## src/rtl/hdb3_encode.sv

```systemverilog
// HDB3 line encoder: NRZ bits in, dual unipolar rails BP/BN out, four-symbol look-ahead pipeline.
// Optional V-symbol counter on v_count is enabled by defining HDB3_VCNT_EN.
module hdb3_encode #(
    parameter int   CNT_W    = 16,
    parameter logic INIT_POL = 1'b0
) (
    input  logic             clk,
    input  logic             rst_n,
    input  logic             data_in,
    input  logic             data_valid,
    output logic             BP,
    output logic             BN,
    output logic             out_valid,
    output logic [CNT_W-1:0] v_count
);

    typedef enum logic [1:0] {
        SYM_ZERO = 2'd0,
        SYM_ONE  = 2'd1,
        SYM_B    = 2'd2,
        SYM_V    = 2'd3
    } sym_t;

    sym_t       sym_p0, sym_p1, sym_p2, sym_p3;
    logic [1:0] zrun;
    logic       parity;
    logic       pol;
    logic [2:0] fill;

    sym_t       in_sym;
    logic [1:0] zrun_nxt;
    logic       parity_nxt;
    logic       b_ins;
    logic [2:0] map_res;

    // Returns {new_polarity, bp, bn} for the symbol leaving the pipeline.
    function automatic logic [2:0] map_sym(input sym_t s, input logic last_pol);
        logic np;
        logic bp;
        logic bn;
        np = last_pol;
        bp = 1'b0;
        bn = 1'b0;
        case (s)
            SYM_ONE, SYM_B: begin
                np = ~last_pol;
                bp = np;
                bn = ~np;
            end
            SYM_V: begin
                bp = last_pol;
                bn = ~last_pol;
            end
            default: begin
                bp = 1'b0;
                bn = 1'b0;
            end
        endcase
        return {np, bp, bn};
    endfunction

    always_comb begin
        in_sym     = SYM_ZERO;
        zrun_nxt   = zrun;
        parity_nxt = parity;
        b_ins      = 1'b0;
        if (data_in) begin
            in_sym     = SYM_ONE;
            zrun_nxt   = 2'd0;
            parity_nxt = ~parity;
        end else if (zrun == 2'd3) begin
            // Fourth zero: V here, and B replaces the run's first zero (now in stage2) on even parity.
            in_sym     = SYM_V;
            zrun_nxt   = 2'd0;
            parity_nxt = 1'b0;
            b_ins      = ~parity;
        end else begin
            zrun_nxt   = zrun + 2'd1;
        end
    end

    assign map_res = map_sym(sym_p3, pol);

    // Stage p0..p3: symbol pipeline; output register follows p3.
    always_ff @(posedge clk) begin
        if (rst_n) begin
            sym_p0    <= SYM_ZERO;
            sym_p1    <= SYM_ZERO;
            sym_p2    <= SYM_ZERO;
            sym_p3    <= SYM_ZERO;
            zrun      <= 2'd0;
            parity    <= 1'b0;
            pol       <= INIT_POL;
            fill      <= 3'd0;
            BP        <= 1'b0;
            BN        <= 1'b0;
            out_valid <= 1'b0;
        end else begin
            out_valid <= 1'b0;
            if (data_valid) begin
                sym_p0    <= in_sym;
                sym_p1    <= sym_p0;
                sym_p2    <= sym_p1;
                sym_p3    <= b_ins ? SYM_B : sym_p2;
                zrun      <= zrun_nxt;
                parity    <= parity_nxt;
                pol       <= map_res[2];
                BP        <= map_res[1];
                BN        <= map_res[0];
                out_valid <= (fill == 3'd4);
                if (fill != 3'd4) begin
                    fill <= fill + 3'd1;
                end
            end
        end
    end

`ifdef HDB3_VCNT_EN
    logic [CNT_W-1:0] vcnt_q;

    always_ff @(posedge clk) begin
        if (rst_n) begin
            vcnt_q <= '0;
        end else if (data_valid && (sym_p3 == SYM_V) && (vcnt_q != {CNT_W{1'b1}})) begin
            vcnt_q <= vcnt_q + CNT_W'(1);
        end
    end

    assign v_count = vcnt_q;
`else
    assign v_count = '0;
`endif

endmodule

```

## config.mk

```make
export PLATFORM = sky130hd
export DESIGN_NAME = hdb3_encode
export DESIGN_NICKNAME = d
export VERILOG_FILES = /design/src/rtl/hdb3_encode.sv
export SDC_FILE = /design/constraint.sdc
export NUM_CORES = 1
export LEC_CHECK = 0
export CORE_MARGIN = 4
export CORE_UTILIZATION = 51
export DETAILED_ROUTE_END_ITERATION = 12
export PLACE_DENSITY_LB_ADDON = 0.12
export SLEW_MARGIN = 30
export SYNTH_ARGS = -nofsm -noshare
export SYNTH_HDL_FRONTEND = slang
export SYNTH_SLANG_ARGS = --single-unit
```

## constraint.sdc

```tcl
create_clock -name clk -period 3.75 [get_ports clk]
set_clock_uncertainty 0.15 [all_clocks]
set_input_delay 0.75 -clock clk [delete_from_list [all_inputs] [get_ports clk]]
set_output_delay 0.75 -clock clk [all_outputs]
set_load 0.01 [all_outputs]
```

==> impl_metrics.ini <==
[synthesis]
synthArstFlopShare_pct = 0
syn_inst = 98
synth_compound_area_share_pct = 9.371
yosys.area_share.adder_pct = 6.693
synth.mux.area_fraction_pct = 9.772
synth_edf_count = 0
syn_area_per_cell_um2 = 9.537
synth_top_family_by_area = simple AND/OR/NAND/NOR gates
synthXorXnorAreaFrac_pct = 0
ys_seq_area_share_pct = 38.55
yosysWarningCount = 0
ys_seq_elements = 18
syn_area_um2 = 934.6
yosys.area_share.simple_pct = 17.67
synth.distinct_cells = 26
synth_ff_type = dfxtp_1

[timing]
fin_crit_ns = 2.134
max_freq_ghz = 0.4685
final-setup-viol-count = 0
finalCritPeriodShare_pct = 56.91
finalSetupTns_ns = 0
max-slew-margin-rel_pct = 56.73
grt_setup_unrepaired = no
finalHoldViolations = 0
worst_hold_slack_ns = 0.3346
maxSlewViolCount = 0
worst_slew_pin_slew_ns = 0.6470

[detailed_routing]
ant_nets = 0
first_pass_iters = 2
drc = 0
drt-total-wl_mm = 1.334
vias_per_cell = 4.828
drt_iter0_drc = 4
num_vias = 618
routedWlPerCell_um = 10.42

[setup_path]
reg2regPathDepth = 4
crit_type = primary input to flop
endpoint_kind = flop
crit_arrival_ns = 2.17
critPathLaunchType = primary input
r2r_slack_ns = 2.24
required_ns = 3.79
r2r-end = fill[0]
r2r_start = fill[0]
cp_max_fo = 13

[floorplanning]
dieArea_um2 = 2582
rows = 15
die_y_um = 50.81
start_util_pct = 54.13
core_area_um2 = 1727
die_width_um = 50.81
ioPinCount = 23

[grt]
grtUsageTotal_pct = 12.11
gr-usage-met3_pct = 6.122
use_met2_pct = 19.78
grt_max_degree = 21
gr-usage-met1_pct = 14.16
overflow = 0
grt_busiest_layer = met2
grt_pass1_wl_mm = 2.318
grt_pass1_vias = 545
antenna_found_initial = 0

[run]
max_cap_viol_count = 0

[clock_tree]
cts_setup_buffers = 0
clock_latency_ns = 0.29
cts_resized = 0
cts_num_sinks = 18
holdBufCountCts = 0
cts.clk_slew.worst_paths_ns = 0.10
numCtsBuffers = 3
clock_tree.buffer_depth = 2
h-tree-depth = 1
root_buffer = clkbuf_4
cts_tree = done

[power]
leakage_nw = 0.4188
finalPower_uw = 366.4
ir_drop_uv = 260.7
powerDensity_nw_per_um2 = 374.9

[layout]
layoutNonFillerInstCount = 128
nets = 113
layout-drive-gt1-share_pct = 7.767
fillers = 162
final_util_pct = 56.59
register_area_um2 = 360.3
layout_common_cells = dfxtp_1, conb_1, nor2_1, mux2i_1, clkdlybuf4s50_1
mostFrequentLayoutCell = dfxtp_1
n_antenna_cell = 0
multi_input_area_um2 = 466.7
syn_to_final_growth_pct = 4.552

[placement]
place_congestion = 0.7503
io_buffers = 6
hpwl_mm = 1.026
dp_cells = 124

[run_status]
status = finished, final reports clean

[hold_path]
hp-class = flop to flop
worstHoldStart = sym_p0[1]
whs_path_depth = 2
whs_endpoint = sym_p0[1]
[flip-flops by register name, indices dropped and copies added, names as in the netlist]
signal     cells
pol            1
fill           3
sym_p0         2
BN             1
sym_p1         2
BP             1
zrun           2
sym_p2         2
sym_p3         2
out_valid      1
parity         1
[metal layers]
metal	up-vias	routed length, um	share of wire [%]
met1	285	609	46
met4	0	0	0
met5	-	0	0
li1	316	-	-
met3	0	104	7.8
met2	17	620	46
[Yosys cell counts (all sizes together), types with 2 or more instances]
master  number  area, um2
nand3b       3      22.52
nor2        10      37.54
buf         20      145.1
a211oi       3      22.52
ha           5      62.56
mux2i        8      80.08
dfxtp       18      360.4
inv          4      15.01
nand2b       5      31.28
a21oi        5      25.02
nor3         2      10.01
nor4bb       2      20.02
[metrics by stage]
stage	cell area [um2]	worst slack [ns]
6_report	977.2	1.616
5_1_grt	977.2	1.525
4_1_cts	977.2	1.613
3_5_place_dp	940.9	1.288
3_3_place_gp	940.9	1.318
2_1_floorplan	991.0	2.051
[kinds of logic after synthesis]
logic type      Yosys count
simple gates             27
buf+inv                  25
flops                    18
compound gates           13
mux                       9
fa+ha+maj                 5
other cells               1
[critical path, cell delays in order]
cell             delay (ns)
clkdlybuf4s50_1        0.75
a21boi_1               0.31
mux2_2                 0.37
[report_power, final]
group	total, mW	internal (mW)	leakage (nW)	switching [mW]
Clock	0.118	0.0591	0.0210	0.0584
Sequential	0.205	0.199	0.147	0.00575
Combinational	0.0442	0.0193	0.251	0.0250
[final cells by class]
class	instances	area share (%)
Clock buffer	4	3.713
Multi-Input combinational cell	70	47.76
Sequential cell	18	36.88
Timing Repair Buffer	7	6.914
Tap cell	25	3.201
Inverter	4	1.536
[how the worst max path moves through the flow]
stage / cells past startpoint / endpoint / slack [ns] / from
after floorplan: 3 / fill[0] / 2.05 / data_valid
after global placement: 3 / fill[0] / 1.32 / data_valid
after detailed placement: 3 / fill[0] / 1.29 / data_valid
after CTS: 3 / fill[0] / 1.61 / data_valid
after global routing: 4 / sym_p3[0] / 1.53 / data_valid
final: 3 / fill[0] / 1.62 / data_valid
(Power assumes the default switching activity.)
